[src/rtl/cla_pipe_adder_if.sv]
// rtl/cla_pipe_adder_if.sv - operand/result handshake bundle for cla_pipe_adder
interface cla_pipe_adder_if #(
  parameter int WIDTH = 32
);
  logic             in_valid;
  logic             in_ready;
  logic [WIDTH-1:0] a;
  logic [WIDTH-1:0] b;
  logic             sub;
  logic             cin;
  logic             out_valid;
  logic             out_ready;
  logic [WIDTH-1:0] sum;
  logic             cout;
  logic             ovf;

  modport master (
    output in_valid, a, b, sub, cin, out_ready,
    input  in_ready, out_valid, sum, cout, ovf
  );

  modport slave (
    input  in_valid, a, b, sub, cin, out_ready,
    output in_ready, out_valid, sum, cout, ovf
  );
endinterface

[src/rtl/cla_pipe_adder.sv]
// rtl/cla_pipe_adder.sv - pipelined CLA adder/subtractor with valid/ready; CLA_SAT_EN enables saturation
// One BLK*BPS-bit slice is summed per stage; a global advance stalls every stage together.
module cla_pipe_adder #(
  parameter int WIDTH = 32,
  parameter int BLK   = 8,
  parameter int BPS   = 1
) (
  input logic            clock,
  input logic            reset,
  cla_pipe_adder_if.slave bus
);
  localparam int SW   = BLK * BPS;
  localparam int NSTG = WIDTH / SW;

  logic [WIDTH-1:0] a_q  [NSTG];
  logic [WIDTH-1:0] bp_q [NSTG];
  logic [WIDTH-1:0] s_q  [NSTG];
  logic [NSTG-1:0]  c_q;
  logic [NSTG-1:0]  v_q;
  logic             ovf_q;

  logic [WIDTH-1:0] a_s  [NSTG];
  logic [WIDTH-1:0] bp_s [NSTG];
  logic [WIDTH-1:0] s_s  [NSTG];
  logic [NSTG-1:0]  c_s;
  logic [NSTG-1:0]  v_s;

  logic [WIDTH-1:0] s_n [NSTG];
  logic [NSTG-1:0]  c_n;
  logic             ovf_n;
  logic             adv;

  // Full lookahead: every carry is a flat sum-of-products of g/p and the group carry-in.
  function automatic logic [BLK:0] cla_carries(input logic [BLK-1:0] g,
                                               input logic [BLK-1:0] p,
                                               input logic           ci);
    logic [BLK:0] c;
    logic         t;
    logic         pr;
    c[0] = ci;
    for (int i = 1; i <= BLK; i++) begin
      t = 1'b0;
      for (int j = 0; j < i; j++) begin
        pr = 1'b1;
        for (int m = j + 1; m < i; m++) pr = pr & p[m];
        t = t | (g[j] & pr);
      end
      pr = 1'b1;
      for (int m = 0; m < i; m++) pr = pr & p[m];
      c[i] = t | (ci & pr);
    end
    return c;
  endfunction

  function automatic logic [1:0] grp_gp(input logic [BLK-1:0] g, input logic [BLK-1:0] p);
    logic [BLK:0] c;
    c = cla_carries(g, p, 1'b0);
    return {c[BLK], &p};
  endfunction

  for (genvar k = 0; k < NSTG; k++) begin : g_src
    if (k == 0) begin : g_first
      assign a_s[k]  = bus.a;
      assign bp_s[k] = bus.sub ? ~bus.b : bus.b;
      assign s_s[k]  = '0;
      assign c_s[k]  = bus.sub | bus.cin;
      assign v_s[k]  = bus.in_valid;
    end else begin : g_next
      assign a_s[k]  = a_q[k-1];
      assign bp_s[k] = bp_q[k-1];
      assign s_s[k]  = s_q[k-1];
      assign c_s[k]  = c_q[k-1];
      assign v_s[k]  = v_q[k-1];
    end
  end

  always_comb begin
    logic [WIDTH-1:0] ss;
    logic [BLK-1:0]   ga;
    logic [BLK-1:0]   gb;
    logic [BLK:0]     cv;
    logic [1:0]       gp;
    logic             gc;
    logic             cmsb;
    int               base;
    ovf_n = 1'b0;
    cmsb  = 1'b0;
    for (int k = 0; k < NSTG; k++) begin
      ss = s_s[k];
      gc = c_s[k];
      for (int j = 0; j < BPS; j++) begin
        base = k * SW + j * BLK;
        ga   = a_s[k][base +: BLK];
        gb   = bp_s[k][base +: BLK];
        cv   = cla_carries(ga & gb, ga ^ gb, gc);
        ss[base +: BLK] = ga ^ gb ^ cv[BLK-1:0];
        cmsb = cv[BLK-1];
        // Groups inside a stage ripple only through their group G/P terms.
        gp   = grp_gp(ga & gb, ga ^ gb);
        gc   = gp[1] | (gp[0] & gc);
      end
      s_n[k] = ss;
      c_n[k] = gc;
    end
    ovf_n = cmsb ^ c_n[NSTG-1];
`ifdef CLA_SAT_EN
    if (ovf_n) begin
      s_n[NSTG-1] = a_s[NSTG-1][WIDTH-1] ? {1'b1, {(WIDTH-1){1'b0}}}
                                         : {1'b0, {(WIDTH-1){1'b1}}};
    end
`endif
  end

  assign adv           = !v_q[NSTG-1] || bus.out_ready;
  assign bus.in_ready  = adv;
  assign bus.out_valid = v_q[NSTG-1];
  assign bus.sum       = s_q[NSTG-1];
  assign bus.cout      = c_q[NSTG-1];
  assign bus.ovf       = ovf_q;

  always_ff @(posedge clock or posedge reset) begin
    if (reset) begin
      for (int k = 0; k < NSTG; k++) begin
        a_q[k]  <= '0;
        bp_q[k] <= '0;
        s_q[k]  <= '0;
      end
      c_q   <= '0;
      v_q   <= '0;
      ovf_q <= 1'b0;
    end else if (adv) begin
      for (int k = 0; k < NSTG; k++) begin
        a_q[k]  <= a_s[k];
        bp_q[k] <= bp_s[k];
        s_q[k]  <= s_n[k];
      end
      c_q   <= c_n;
      v_q   <= v_s;
      ovf_q <= ovf_n;
    end
  end
endmodule
[src/flat_wrapper.sv]
// flat-port wrapper written by rule: the top's interface ports become plain ports
module cla_pipe_adder_flat 
#(
  parameter int WIDTH = 32,
  parameter int BLK   = 8,
  parameter int BPS   = 1
)
  (clock, reset, bus_in_valid, bus_a, bus_b, bus_sub, bus_cin, bus_out_ready, bus_in_ready, bus_out_valid, bus_sum, bus_cout, bus_ovf);
  cla_pipe_adder_if #(.WIDTH(WIDTH)) bus_i ();
  input logic clock;
  input logic reset;
  input wire logic [$bits(bus_i.in_valid)-1:0] bus_in_valid;
  input wire logic [$bits(bus_i.a)-1:0] bus_a;
  input wire logic [$bits(bus_i.b)-1:0] bus_b;
  input wire logic [$bits(bus_i.sub)-1:0] bus_sub;
  input wire logic [$bits(bus_i.cin)-1:0] bus_cin;
  input wire logic [$bits(bus_i.out_ready)-1:0] bus_out_ready;
  output wire logic [$bits(bus_i.in_ready)-1:0] bus_in_ready;
  output wire logic [$bits(bus_i.out_valid)-1:0] bus_out_valid;
  output wire logic [$bits(bus_i.sum)-1:0] bus_sum;
  output wire logic [$bits(bus_i.cout)-1:0] bus_cout;
  output wire logic [$bits(bus_i.ovf)-1:0] bus_ovf;
  assign bus_i.in_valid = bus_in_valid;
  assign bus_i.a = bus_a;
  assign bus_i.b = bus_b;
  assign bus_i.sub = bus_sub;
  assign bus_i.cin = bus_cin;
  assign bus_i.out_ready = bus_out_ready;
  assign bus_in_ready = bus_i.in_ready;
  assign bus_out_valid = bus_i.out_valid;
  assign bus_sum = bus_i.sum;
  assign bus_cout = bus_i.cout;
  assign bus_ovf = bus_i.ovf;
  cla_pipe_adder #(.WIDTH(WIDTH), .BLK(BLK), .BPS(BPS)) u_core (.clock(clock), .reset(reset), .bus(bus_i));
endmodule
[config.mk]
export PLATFORM = sky130hd
export DESIGN_NAME = cla_pipe_adder_flat
export DESIGN_NICKNAME = d
export VERILOG_FILES = /design/src/rtl/cla_pipe_adder_if.sv /design/src/rtl/cla_pipe_adder.sv /design/src/flat_wrapper.sv
export SDC_FILE = /design/constraint.sdc
export NUM_CORES = 1
export LEC_CHECK = 0
export BUFFER_PORTS_ARGS = -buffer_cell sky130_fd_sc_hd__buf_2
export CAP_MARGIN = 20
export CORE_MARGIN = 3
export CORE_UTILIZATION = 50
export DETAILED_ROUTE_END_ITERATION = 8
export PLACE_DENSITY_LB_ADDON = 0.2
export SLEW_MARGIN = 20
export SYNTH_ARGS = -nofsm -noshare
export SYNTH_HDL_FRONTEND = slang
export SYNTH_SLANG_ARGS = --single-unit
[constraint.sdc]
create_clock -name clock -period 6.5 [get_ports clock]
set_clock_uncertainty 0.2 [all_clocks]
set_input_delay 0.975 -clock clock [delete_from_list [all_inputs] [get_ports clock]]
set_output_delay 0.975 -clock clock [all_outputs]
set_load 0.01 [all_outputs]
; Word level (Yosys, flattened, before mapping)
; Index checks and enable logic that the tools add are counted.
; Widths: inputs -> output; s select.
[classes]
reduce_logical = 6
mux = 1
bitwise = 411
[ops]
columns = operator, count
row1 = $and 1x1->1, 252
row2 = $or 1x1->1, 145
row3 = $xor 8x8->8, 8
row4 = $and 8x8->8, 4
row5 = $mux 32, 1
row6 = $not 32->32, 1
row7 = $reduce_and 8->1, 4
row8 = $logic_not 1->1, 1
row9 = $logic_or 1x1->1, 1
row10 = $xor 1x1->1, 1
[totals]
elab_cells = 431
regBits = 281

; Logic depth before layout (Yosys ltp)
; Gate-level depths: netlist of the first run.
[depth]
depth_word = 18
depth_mapped = 9

; Worst setup path before layout of the first run
; Ideal clock, no wire load.
[synth_timing]
kind = in2out
start = in bus_out_ready
end = out bus_in_ready
stages = 5
setup_slack_ps = 3474
n_path_buf = 3
required_ps = 5325
arrival_time_ps = 1851
path_cell_list = nor2b_1 -> clkbuf_1 -> inv_2 -> clkbuf_1 -> clkbuf_1
[synth_via]
elab_chain_cells = 1
[synth_rtl]
columns = element, line
row1 = "start, declared", flat_wrapper.sv:17  ; input wire logic [$bits(bus_i.out_ready)-1:0] bus_out_ready;
row2 = $logic_or 1x1->1, cla_pipe_adder.sv:114  ; assign adv = !v_q[NSTG-1] || bus.out_ready;
row3 = "end, declared", flat_wrapper.sv:18  ; output wire logic [$bits(bus_i.in_ready)-1:0] bus_in_ready;
; No other way between the ends.

; Final worst setup path of the first run
[layout_timing]
start = in bus_out_ready
end = reg u_core.s_q, in the netlist u_core.bus.sum[31]
[layout_via]
elab_chain_cells = 1
[layout_rtl]
columns = element, line
row1 = $logic_or 1x1->1, cla_pipe_adder.sv:114
row2 = "end signal, assigned by index", cla_pipe_adder.sv:135  ; s_q[k] <= s_n[k];
row3 = "end, declared", cla_pipe_adder.sv:17  ; logic [WIDTH-1:0] s_q [NSTG];
; No other way between the ends.
; A chain may end at the register's enable or synchronous reset.

==> flow_results.xml, run 1 <==
<?xml version="1.0" encoding="UTF-8"?>
<metrics>
  <group name="die">
    <metric name="die_area" unit="mm2">0.0183</metric>
    <metric name="width_of_the_die" unit="um">135</metric>
    <metric name="floorplan.io_pins" unit="">106</metric>
    <metric name="std_cell_rows" unit="">46</metric>
    <metric name="die_height" unit="um">135</metric>
    <metric name="initial_utilization" unit="%">51.8</metric>
    <metric name="core_region_area" unit="mm2">0.0161</metric>
  </group>
  <group name="logic_synthesis">
    <metric name="ys_types" unit="">45</metric>
    <metric name="netlist_top_cells_area" unit="">dfrtp_1 (56%), nand2_1 (18%), ha_1 (4.8%)</metric>
    <metric name="synthFlopType" unit="">dfrtp_1</metric>
    <metric name="synth_cells" unit="">911</metric>
    <metric name="syn_area_per_cell" unit="um2">9.16</metric>
    <metric name="synth.yosys.seq_area_share" unit="%">55.5</metric>
    <metric name="ys_seq_elements" unit="">185</metric>
    <metric name="ys_async_sr_fraction" unit="%">100</metric>
    <metric name="synth_largest_area_cell" unit="">dfrtp_1</metric>
    <metric name="synth.top_cells.by_count" unit="">nand2_1 (398), dfrtp_1 (185), o21ai_1 (36)</metric>
    <metric name="synth_top_area_share" unit="%">55.5</metric>
    <metric name="edff_count_synth" unit="">0</metric>
    <metric name="synth_most_common_cell" unit="">nand2_1</metric>
    <metric name="yosysWarnings" unit="">0</metric>
    <metric name="syn_area" unit="mm2">0.00834</metric>
    <metric name="postSynthNetCount" unit="">1017</metric>
  </group>
  <group name="cells_and_area">
    <metric name="post_route_cells_drive_above_1_share" unit="%">14.4</metric>
    <metric name="antenna-diode-count" unit="">0</metric>
    <metric name="finalNetCount" unit="">1100</metric>
    <metric name="areaGrowthSynthToFinish" unit="%">14.3</metric>
    <metric name="post_layout_nonfiller_instances" unit="">1223</metric>
  </group>
  <group name="place">
    <metric name="globalplace.congestion" unit="">0.853</metric>
    <metric name="dpl.cell_count" unit="">1191</metric>
    <metric name="quantity_of_i_o_buffers_inserted_on_ports" unit="">105</metric>
    <metric name="detailed_place_hpwl" unit="um">10700</metric>
  </group>
  <group name="global_route">
    <metric name="maximum_number_of_pins_on_one_net_before_global_route_repair" unit="">131</metric>
    <metric name="grt_pass1_wl" unit="um">27600</metric>
    <metric name="grt_overflow_total" unit="">0</metric>
    <metric name="grt_usage" unit="%">18.9</metric>
    <metric name="initial_antenna_violation_count" unit="">0</metric>
    <metric name="via_count_of_the_first_global_routing_pass" unit="">5666</metric>
  </group>
  <group name="clocking">
    <metric name="numCtsBuffers" unit="">17</metric>
    <metric name="post_cts_resized" unit="">0</metric>
    <metric name="clock_path_buffers" unit="">2</metric>
    <metric name="cts_max_level" unit="">4</metric>
    <metric name="post-cts-setup-buffers" unit="">0</metric>
    <metric name="path_clk_slew" unit="ns">0.07</metric>
    <metric name="cts.sink_count" unit="">185</metric>
    <metric name="postCtsHoldBufs" unit="">0</metric>
    <metric name="worst_skew_pair.late_latency" unit="ns">0.43</metric>
    <metric name="clockRootBuffer" unit="">clkbuf_16</metric>
    <metric name="cts_tree" unit="">done</metric>
  </group>
  <group name="setup_path">
    <metric name="timing.critical_path.required" unit="ns">6.61</metric>
    <metric name="crit_fanout" unit="">111</metric>
    <metric name="timing.reg2reg.setup_slack" unit="ns">3.57</metric>
    <metric name="worstSetupPathType" unit="">in -&gt; reg</metric>
    <metric name="cp-start-kind" unit="">input port</metric>
    <metric name="cp-end-kind" unit="">register</metric>
    <metric name="timing.critical_path.to" unit="">u_core.bus.sum[31]$_DFFE_PP0P_</metric>
    <metric name="worstPathCellList" unit="">buf_2 &gt; nor2b_4 &gt; buf_4 &gt; buf_4 &gt; nor4b_1 &gt; a211oi_1 &gt; nand3_1</metric>
    <metric name="critPathTopFamily" unit="">buffers and inverters</metric>
    <metric name="max_stage_delay" unit="ns">0.91</metric>
    <metric name="worstPathArrival" unit="ns">3.32</metric>
    <metric name="crit_top_cell" unit="">buf_4</metric>
    <metric name="cp_slowest_cell" unit="">buf_4</metric>
    <metric name="crit_buf_inv" unit="">3</metric>
    <metric name="worstRegToRegCells" unit="">6</metric>
    <metric name="cp-startpoint" unit="">bus_out_ready</metric>
    <metric name="rr_endpoint" unit="">u_core.bus.sum[31]$_DFFE_PP0P_</metric>
    <metric name="worst_r2r_startpoint" unit="">u_core.v_q[3]$_DFFE_PP0P_</metric>
    <metric name="cp_num_cells" unit="">7</metric>
  </group>
  <group name="sta">
    <metric name="finalWorstPathRequiredPeriod" unit="ns">3.21</metric>
    <metric name="worstMarginPinSlew" unit="ns">1.05</metric>
    <metric name="number_of_failing_setup_endpoints_in_the_final_timing_report" unit="">0</metric>
    <metric name="relative_slew_margins" unit="%">29.7</metric>
    <metric name="timing_max_transition_violations_final" unit="">0</metric>
    <metric name="rsz_0062_raised_after_global_routing" unit="">no</metric>
    <metric name="clock.fmax" unit="MHz">311</metric>
    <metric name="final_min_period_over_clock_period" unit="%">49.4</metric>
    <metric name="report.final.hold_viol_count" unit="">0</metric>
    <metric name="finalSetupTns" unit="ns">0</metric>
  </group>
  <group name="detailed_routing">
    <metric name="avgRoutedWirePerCell" unit="um">13.3</metric>
    <metric name="dr_total_vias" unit="">5957</metric>
    <metric name="ant_nets" unit="">0</metric>
    <metric name="remaining_drc_errors" unit="">0</metric>
    <metric name="finalWirelength" unit="um">16200</metric>
    <metric name="drt_pass1_iterations" unit="">4</metric>
    <metric name="drt_iter0_markers" unit="">421</metric>
    <metric name="post_drt_via_cell_ratio" unit="">4.87</metric>
  </group>
  <group name="pwr">
    <metric name="clock_power_share" unit="%">20.2</metric>
    <metric name="switchingPower" unit="mW">1.75</metric>
    <metric name="p_leak" unit="nW">4.91</metric>
    <metric name="share_seq_of_total_power" unit="%">42.0</metric>
    <metric name="switching_share" unit="%">37.7</metric>
    <metric name="share_of_power_burned_in_combinational_logic" unit="%">37.8</metric>
    <metric name="internal_power_of_the_cells" unit="mW">2.90</metric>
    <metric name="power_density" unit="mW/mm2">488</metric>
    <metric name="vdd_ir_drop_max" unit="V">0.000281</metric>
  </group>
  <group name="status">
    <metric name="status" unit="">completed</metric>
  </group>
  <group name="run">
    <metric name="maxCapViolCount" unit="">0</metric>
  </group>
  <group name="min_path">
    <metric name="timing.hold.worst.class" unit="">reg -&gt; reg</metric>
  </group>
</metrics>
==> state kept, by name (all words and copies together), names as in the netlist <==
name and count:
u_core.a_q 48, u_core.bp_q 48, u_core.bus.ovf 1, u_core.bus.sum 32
u_core.c_q 4, u_core.s_n 48, u_core.v_q 4
==> metrics by stage <==
stage | setup WS [ns] | hold slack (ns) | total power [mW] | util (%) | area, um2
5_1_grt | 2.95 | 0.280 | 5.07 | 59.1 | 9530
2_1_floorplan | 0.296 | 0.230 | 3.25 | - | 8340
3_5_place_dp | 2.77 | 0.245 | 3.74 | 55.8 | 8990
6_report | 3.29 | 0.257 | 4.65 | 59.1 | 9530
3_3_place_gp | 2.79 | 0.244 | 3.70 | 55.8 | 8990
4_1_cts | 3.23 | 0.260 | 4.70 | 59.1 | 9530
==> cell families after synthesis <==
logic type	after synthesis	synth area share, %
buf+inv	62	3.08
flops	185	55.5
compound gates	117	8.81
xor+xnor	50	5.25
simple gates	461	21.6
fa+ha+maj	36	5.76
==> cell usage in the layout (no fill, tap or decap), drive strengths merged, types with 4 or more instances in the layout <==
master  count
nand2     398
o21ai      40
dfrtp     185
a211oi      7
xnor2      29
o21a        5
a21oi      34
nor2       34
ha         32
nor3       10
buf       109
clkbuf     22
o31ai       5
clkinv      6
xor2       21
inv        18
fa          4
a21o       10
==> layer usage <==
metal  vias up  track usage (%)  wire length, um
li1       3086                -                -
met1      2754             29.4             8330
met2       107             26.3             7100
met3        10             3.90              667
met4         0             6.22              133
met5         -                0                0
==> power groups by stage <==
| stage | logic [mW] | clock network [mW] | registers [mW] |
|---|---|---|---|
| floorplan | 1.30 | 0 | 1.95 |
| global placement | 1.74 | 0 | 1.97 |
| detailed placement | 1.77 | 0 | 1.97 |
| CTS | 1.79 | 0.959 | 1.96 |
| global route | 2.04 | 1.01 | 2.02 |
| finish | 1.76 | 0.939 | 1.95 |
==> area by class of cell <==
type	instances	area, um2
fill	1479	6590
sequential	185	4630
tap	216	270
clock buffer	22	464
inverter	17	76.3
clock inverter	10	71.3
multi-input combinational	664	3460
timing repair buffer	109	556
==> worst register-to-register path, stage by stage (launching register included) <==
cell and delay, ns:
dfrtp_1 0.34, nor2b_4 0.19, buf_4 0.66, buf_4 0.94
nor4b_1 0.13, a211oi_1 0.25, nand3_1 0.10
==> worst min-delay path by stage <==
stage	to	startpoint	cells after the start	slack, ns
after detailed placement	u_core.v_q[3]$_DFFE_PP0P_	u_core.v_q[2]$_DFFE_PP0P_	1	0.25
after global routing	u_core.v_q[3]$_DFFE_PP0P_	u_core.v_q[2]$_DFFE_PP0P_	1	0.28
after global placement	u_core.bus.sum[5]$_DFFE_PP0P_	u_core.bus.sum[5]$_DFFE_PP0P_	2	0.24
after floorplan	u_core.v_q[2]$_DFFE_PP0P_	u_core.v_q[2]$_DFFE_PP0P_	2	0.23
final	u_core.v_q[3]$_DFFE_PP0P_	u_core.v_q[2]$_DFFE_PP0P_	1	0.26
after CTS	u_core.v_q[3]$_DFFE_PP0P_	u_core.v_q[2]$_DFFE_PP0P_	1	0.26
(Power assumes the default switching activity.)
==> inputs of run 2 (changes only) <==
ABC_AREA = 1   (was unset)
clock period = 2.8 ns   (was 6.5 ns; I/O delays follow)
==> run 2 against run 1 <==
Effect of this change:
- worst setup slack lost 2.6 ns
- critical path depth decreased by 3
- synthesized area rose by 2.2%
- flip-flop and latch count is the same
- hold slack got worse by 0.24 ns
- power rose by 140%
- sequential share of layout area shrank 2.7 points
- via count is 4.7% higher
- global-route usage up 0.052 points
- non-clock buffer count rose by 24
- utilization grew 1.5 points
- first-iteration DRC count increased by 24%
- highest routed layer unchanged
==> flow_results.xml, run 2 <==
<?xml version="1.0" encoding="UTF-8"?>
<metrics>
  <group name="cells_and_area">
    <metric name="layout.cells.most_common" unit="">nand2_1</metric>
    <metric name="post_layout_nonfiller_instances" unit="">1313</metric>
    <metric name="multi_input_comb_area" unit="mm2">0.00336</metric>
    <metric name="layout_common_cells" unit="">nand2_1 (371), dfrtp_1 (185), buf_2 (105)</metric>
    <metric name="post_route_cells_drive_above_1_share" unit="%">14.7</metric>
    <metric name="final.fill_count" unit="">1484</metric>
    <metric name="areaGrowthSynthToFinish" unit="%">18.3</metric>
    <metric name="final-seq-area" unit="mm2">0.00463</metric>
    <metric name="finalNetCount" unit="">1188</metric>
    <metric name="fin_area" unit="mm2">0.0101</metric>
    <metric name="antenna-diode-count" unit="">0</metric>
  </group>
  <group name="die">
    <metric name="width_of_the_die" unit="um">137</metric>
    <metric name="core_region_area" unit="mm2">0.0166</metric>
    <metric name="initial_utilization" unit="%">51.2</metric>
    <metric name="floorplan.io_pins" unit="">106</metric>
    <metric name="die_area" unit="mm2">0.0186</metric>
    <metric name="die_height" unit="um">137</metric>
    <metric name="std_cell_rows" unit="">47</metric>
  </group>
  <group name="setup_path">
    <metric name="cp-startpoint" unit="">u_core.v_q[3]$_DFFE_PP0P_</metric>
    <metric name="worstSetupPathType" unit="">reg -&gt; out</metric>
    <metric name="cp-start-kind" unit="">register</metric>
    <metric name="cp-end-kind" unit="">output pin</metric>
    <metric name="worstPathArrival" unit="ns">1.52</metric>
    <metric name="crit_fanout" unit="">37</metric>
    <metric name="worst_r2r_startpoint" unit="">u_core.bp_q[57]$_DFFE_PP0P_</metric>
    <metric name="timing.critical_path.required" unit="ns">2.18</metric>
  </group>
  <group name="min_path">
    <metric name="hold_crit_start" unit="">bus_a[28]</metric>
    <metric name="timing.hold.worst.class" unit="">in -&gt; reg</metric>
  </group>
  <group name="pwr">
    <metric name="vdd_ir_drop_max" unit="V">0.000737</metric>
    <metric name="p_leak" unit="nW">5.21</metric>
    <metric name="power_density" unit="mW/mm2">1090</metric>
  </group>
  <group name="logic_synthesis">
    <metric name="synth.yosys.seq_area_share" unit="%">54.3</metric>
    <metric name="ys_async_sr_fraction" unit="%">100</metric>
    <metric name="synthFlopType" unit="">dfrtp_1</metric>
    <metric name="edff_count_synth" unit="">0</metric>
    <metric name="synth_largest_area_cell" unit="">dfrtp_1</metric>
    <metric name="synth_cells" unit="">974</metric>
    <metric name="netlist_top_cells_area" unit="">dfrtp_1 (54%), nand2_1 (16%), o21ai_1 (5.0%)</metric>
    <metric name="ys_seq_elements" unit="">185</metric>
    <metric name="synth_top_area_share" unit="%">54.3</metric>
    <metric name="syn_area_per_cell" unit="um2">8.75</metric>
    <metric name="yosysWarnings" unit="">0</metric>
    <metric name="synth_most_common_cell" unit="">nand2_1</metric>
    <metric name="syn_area" unit="mm2">0.00852</metric>
    <metric name="synth.top_cells.by_count" unit="">nand2_1 (371), dfrtp_1 (185), o21ai_1 (85)</metric>
    <metric name="ys_types" unit="">37</metric>
    <metric name="postSynthNetCount" unit="">1080</metric>
  </group>
  <group name="clocking">
    <metric name="numCtsBuffers" unit="">17</metric>
    <metric name="worst_skew_pair.late_latency" unit="ns">0.43</metric>
    <metric name="cts_tree" unit="">done</metric>
    <metric name="path_clk_slew" unit="ns">0.07</metric>
    <metric name="cts_max_level" unit="">4</metric>
    <metric name="post_cts_resized" unit="">0</metric>
    <metric name="cts.sink_count" unit="">185</metric>
    <metric name="clock_path_buffers" unit="">2</metric>
    <metric name="clockRootBuffer" unit="">clkbuf_16</metric>
  </group>
  <group name="sta">
    <metric name="number_of_failing_setup_endpoints_in_the_final_timing_report" unit="">0</metric>
    <metric name="relative_slew_margins" unit="%">66.7</metric>
    <metric name="finalSetupTns" unit="ns">0</metric>
    <metric name="clock.fmax" unit="MHz">467</metric>
    <metric name="report.final.hold_viol_count" unit="">0</metric>
    <metric name="finalWorstPathRequiredPeriod" unit="ns">2.14</metric>
    <metric name="rsz_0062_raised_after_global_routing" unit="">no</metric>
    <metric name="worstMarginPinSlew" unit="ns">0.500</metric>
    <metric name="final_min_period_over_clock_period" unit="%">76.4</metric>
    <metric name="timing.final.ws_setup" unit="ns">0.660</metric>
    <metric name="hold_ws" unit="ns">0.0149</metric>
    <metric name="timing_max_transition_violations_final" unit="">0</metric>
  </group>
  <group name="global_route">
    <metric name="grt_usage" unit="%">18.9</metric>
    <metric name="initial_antenna_violation_count" unit="">0</metric>
    <metric name="grt_pass1_wl" unit="um">28200</metric>
    <metric name="maximum_number_of_pins_on_one_net_before_global_route_repair" unit="">127</metric>
    <metric name="grt_overflow_total" unit="">0</metric>
    <metric name="via_count_of_the_first_global_routing_pass" unit="">5895</metric>
  </group>
  <group name="place">
    <metric name="placedInstanceArea" unit="mm2">0.00929</metric>
    <metric name="place_ws" unit="ns">0.448</metric>
    <metric name="dpl.cell_count" unit="">1265</metric>
    <metric name="globalplace.congestion" unit="">0.842</metric>
    <metric name="detailed_place_hpwl" unit="um">11300</metric>
    <metric name="quantity_of_i_o_buffers_inserted_on_ports" unit="">105</metric>
  </group>
  <group name="detailed_routing">
    <metric name="dr_total_vias" unit="">6235</metric>
    <metric name="drt_iter0_markers" unit="">523</metric>
    <metric name="drt_pass1_iterations" unit="">4</metric>
    <metric name="finalWirelength" unit="um">16400</metric>
    <metric name="ant_nets" unit="">0</metric>
    <metric name="avgRoutedWirePerCell" unit="um">12.5</metric>
    <metric name="remaining_drc_errors" unit="">0</metric>
    <metric name="post_drt_via_cell_ratio" unit="">4.75</metric>
  </group>
  <group name="run">
    <metric name="maxCapViolCount" unit="">0</metric>
  </group>
  <group name="status">
    <metric name="status" unit="">completed</metric>
  </group>
</metrics>
run 2: cell count changes in the layout (fill, tap and decap cells not counted), moves of 18 or more:
| cell | previous run | this run |
|---|---|---|
| a21oi_1 | 34 | 9 |
| dlygate4sd3_1 | 0 | 18 |
| inv_1 | 15 | 79 |
| nand2_1 | 398 | 371 |
| nand3_1 | 3 | 27 |
| o21ai_0 | 4 | 35 |
| o21ai_1 | 36 | 85 |
run 2: cells by family after synthesis:
| logic type | Yosys count | synth area share, % |
|---|---|---|
| flops | 185 | 54.3 |
| xor+xnor | 42 | 4.32 |
| simple gates | 442 | 20.7 |
| fa+ha+maj | 36 | 5.64 |
| buf+inv | 128 | 6.30 |
| compound gates | 141 | 8.69 |
run 2: power breakdown:
group          internal, mW  switching (mW)
combinational          1.60            2.45
clock                  1.46            1.01
sequential             3.87           0.629
run 2: layer usage:
| metal | GRT usage, % | wire length, um | up-vias |
|---|---|---|---|
| met3 | 3.49 | 597 | 4 |
| met1 | 29.7 | 8660 | 2840 |
| met5 | 0 | 0 | - |
| li1 | - | - | 3288 |
| met4 | 5.66 | 69 | 0 |
| met2 | 26.6 | 7060 | 103 |
run 2: final cells by class:
type / instances / area share [%]
clock buffer: 19 / 4.49
clock inverter: 11 / 1.63
inverter: 84 / 3.19
multi-input combinational: 661 / 33.3
sequential: 185 / 45.9
tap: 220 / 2.73
timing repair buffer: 133 / 8.74
run 2: worst paths after layout:
path | cells after the start | to | slack (ns)
worst max-delay path | 4 | bus_in_ready | 0.66
worst min-delay path | 3 | u_core.a_q[124]$_DFFE_PP0P_ | 0.01
worst max register to register | 10 | u_core.bus.sum[31]$_DFFE_PP0P_ | 0.84
worst min register to register | 2 | u_core.v_q[3]$_DFFE_PP0P_ | 0.25
max in group asynchronous | 4 | u_core.bp_q[108]$_DFFE_PP0P_ | 1.47
min in group asynchronous | 3 | u_core.a_q[86]$_DFFE_PP0P_ | 0.29
run 2: repair_timing:
item | CTS | global route
hold endpoints to repair | 21 | 0
setup buffers | 0 | 0
hold buffers | 18 | 0
run 2: per-stage QoR:
stage / util [%] / power [mW]
2_1_floorplan: - / 7.44
3_3_place_gp: 55.8 / 8.47
3_5_place_dp: 55.8 / 8.61
4_1_cts: 60.6 / 11.2
5_1_grt: 60.6 / 12.0
6_report: 60.6 / 11.0
run 2: critical path, cell delays in order, from the launching register on:
cell	delay, ns
dfrtp_1	0.38
inv_1	0.09
nor2_4	0.07
inv_4	0.33
buf_2	0.23
==> inputs of run 3 (changes only) <==
clock period = 1.9 ns   (was 2.8 ns; I/O delays follow)
==> run 3 against run 2 <==
Effect of this change:
- combinational power rose by 73%
- die area unchanged
- largest power group is now combinational logic
- critical path depth unchanged
- largest cell class unchanged
- register-to-register slack worse by 0.75 ns
==> flow_results.xml, run 3 (synthesis results as in run 2) <==
<?xml version="1.0" encoding="UTF-8"?>
<metrics>
  <group name="place">
    <metric name="detailed_place_hpwl" unit="um">11800</metric>
    <metric name="globalplace.congestion" unit="">0.869</metric>
    <metric name="quantity_of_i_o_buffers_inserted_on_ports" unit="">105</metric>
    <metric name="placedInstanceArea" unit="mm2">0.00957</metric>
  </group>
  <group name="setup_path">
    <metric name="timing.critical_path.to" unit="">bus_in_ready</metric>
    <metric name="cp-end-kind" unit="">output pin</metric>
    <metric name="worstSetupPathType" unit="">reg -&gt; out</metric>
    <metric name="timing.critical_path.required" unit="ns">1.41</metric>
    <metric name="rr_endpoint" unit="">u_core.bus.ovf$_DFFE_PP0P_</metric>
    <metric name="cp-startpoint" unit="">u_core.v_q[3]$_DFFE_PP0P_</metric>
    <metric name="worst_r2r_startpoint" unit="">u_core.a_q[57]$_DFFE_PP0P_</metric>
    <metric name="worstPathArrival" unit="ns">1.33</metric>
    <metric name="cp-start-kind" unit="">register</metric>
    <metric name="worstRegToRegCells" unit="">11</metric>
    <metric name="crit_fanout" unit="">34</metric>
    <metric name="timing.reg2reg.setup_slack" unit="ns">0.09</metric>
  </group>
  <group name="global_route">
    <metric name="grt_usage" unit="%">20.4</metric>
    <metric name="via_count_of_the_first_global_routing_pass" unit="">6307</metric>
    <metric name="grt_pass1_wl" unit="um">30400</metric>
    <metric name="initial_antenna_violation_count" unit="">0</metric>
    <metric name="maximum_number_of_pins_on_one_net_before_global_route_repair" unit="">60</metric>
    <metric name="grt_overflow_total" unit="">0</metric>
  </group>
  <group name="detailed_routing">
    <metric name="dr_total_vias" unit="">6629</metric>
    <metric name="finalWirelength" unit="um">17900</metric>
    <metric name="drt_pass1_iterations" unit="">5</metric>
    <metric name="ant_nets" unit="">0</metric>
    <metric name="post_drt_via_cell_ratio" unit="">4.81</metric>
    <metric name="drt_iter0_markers" unit="">389</metric>
    <metric name="remaining_drc_errors" unit="">0</metric>
    <metric name="avgRoutedWirePerCell" unit="um">12.9</metric>
  </group>
  <group name="pwr">
    <metric name="report.power.total" unit="mW">17.0</metric>
    <metric name="power_density" unit="mW/mm2">1560</metric>
    <metric name="vdd_ir_drop_max" unit="V">0.000832</metric>
    <metric name="p_leak" unit="nW">5.51</metric>
  </group>
  <group name="sta">
    <metric name="finalSetupTns" unit="ns">0</metric>
    <metric name="clock.fmax" unit="MHz">550</metric>
    <metric name="final_min_period_over_clock_period" unit="%">95.6</metric>
    <metric name="worstMarginPinSlew" unit="ns">0.418</metric>
    <metric name="finalWorstPathRequiredPeriod" unit="ns">1.82</metric>
    <metric name="number_of_failing_setup_endpoints_in_the_final_timing_report" unit="">0</metric>
    <metric name="timing_max_transition_violations_final" unit="">0</metric>
    <metric name="relative_slew_margins" unit="%">72.1</metric>
    <metric name="report.final.hold_viol_count" unit="">0</metric>
  </group>
  <group name="clocking">
    <metric name="cts_tree" unit="">done</metric>
    <metric name="numCtsBuffers" unit="">17</metric>
    <metric name="cts.sink_count" unit="">185</metric>
    <metric name="worst_skew_pair.late_latency" unit="ns">0.42</metric>
    <metric name="path_clk_slew" unit="ns">0.07</metric>
    <metric name="cts_max_level" unit="">4</metric>
    <metric name="clockRootBuffer" unit="">clkbuf_16</metric>
    <metric name="clock_path_buffers" unit="">2</metric>
  </group>
  <group name="cells_and_area">
    <metric name="fin_area" unit="mm2">0.0109</metric>
    <metric name="layout.cells.most_common" unit="">nand2_1</metric>
    <metric name="final.fill_count" unit="">1338</metric>
    <metric name="post_route_cells_drive_above_1_share" unit="%">19.6</metric>
    <metric name="antenna-diode-count" unit="">0</metric>
    <metric name="layout_common_cells" unit="">nand2_1 (366), dfrtp_1 (184), buf_2 (105)</metric>
    <metric name="finalNetCount" unit="">1254</metric>
    <metric name="areaGrowthSynthToFinish" unit="%">27.7</metric>
  </group>
  <group name="min_path">
    <metric name="timing.hold.worst.class" unit="">in -&gt; reg</metric>
    <metric name="hold_crit_start" unit="">bus_out_ready</metric>
  </group>
  <group name="die">
    <metric name="std_cell_rows" unit="">47</metric>
    <metric name="die_height" unit="um">137</metric>
    <metric name="floorplan.io_pins" unit="">106</metric>
    <metric name="core_region_area" unit="mm2">0.0166</metric>
    <metric name="initial_utilization" unit="%">51.2</metric>
    <metric name="die_area" unit="mm2">0.0186</metric>
    <metric name="width_of_the_die" unit="um">137</metric>
  </group>
  <group name="run">
    <metric name="maxCapViolCount" unit="">0</metric>
  </group>
  <group name="status">
    <metric name="status" unit="">completed</metric>
  </group>
</metrics>
==> run 3: cell count changes in the layout (fill, tap and decap cells not counted), sizes merged <==
cell	previous run	this run
dlygate4sd3	18	50
bufinv	3	1
clkinv	4	6
inv	86	85
buf	115	149
clkinvlp	2	3
==> run 3: per-layer routing <==
layer  up-vias  part of all wire [%]  global-route usage [%]
met4         0                   1.2                    5.71
met1      3064                    51                    31.1
met3        16                   4.5                    3.82
met2       133                    43                    30.0
li1       3416                     -                       -
met5         -                     0                       0
==> run 3: how the worst min path moves through the flow <==
stage                                       end  slack, ns  cells past startpoint
floorplan           u_core.a_q[105]$_DFFE_PP0P_       0.19                      2
global placement    u_core.a_q[117]$_DFFE_PP0P_       0.11                      2
global route          u_core.v_q[3]$_DFFE_PP0P_       0.14                      4
detailed placement  u_core.a_q[117]$_DFFE_PP0P_       0.11                      2
CTS                  u_core.s_n[68]$_DFFE_PP0P_       0.12                      5
finish                u_core.v_q[3]$_DFFE_PP0P_       0.13                      4
==> run 3: critical path, cell delays in order (launching register included) <==
cell and delay, ns:
dfrtp_1 0.37, inv_1 0.09, nor2_4 0.06, inv_8 0.19
buf_2 0.18
==> run 3: report_power, final <==
group / leakage (nW) / internal [mW] / switching [mW] / total [mW]
logic: 3.01 / 3.05 / 3.95 / 7.00
clock network: 0.259 / 1.79 / 1.46 / 3.25
registers: 2.23 / 5.70 / 1.03 / 6.73
==> run 3: repair_timing <==
action / CTS / global route
endpoints found under the hold margin: 160 / 0
resized for setup: 3 / 33
pin swaps: 0 / 8
hold buffers: 50 / 0
gates cloned: 0 / 0
setup buffers: 0 / 6
endpoints found under the setup margin: 2 / 15
==> run 3: cell type report <==
| class | instances | area [um2] | area share, % |
|---|---|---|---|
| flip-flops and latches | 185 | 4630 | 42.6 |
| multi-input cells | 661 | 3610 | 33.2 |
| repair buffers | 199 | 1510 | 13.8 |
| clock buffers | 19 | 433 | 3.98 |
| inverters | 84 | 327 | 3.00 |
| well taps | 220 | 275 | 2.53 |
| clock inverters | 11 | 100 | 0.920 |
==> run 3: per-stage QoR <==
stage          util, %  setup slack [ns]  std cells  hold WS [ns]
6_report          65.4            0.0827       1379         0.128
5_1_grt           65.4           -0.0353       1379         0.137
4_1_cts           63.9           0.00171       1373         0.117
3_5_place_dp      57.5            -0.211       1293         0.108
3_3_place_gp      57.5            -0.160       1293         0.107
2_1_floorplan        -            -0.964        974         0.195
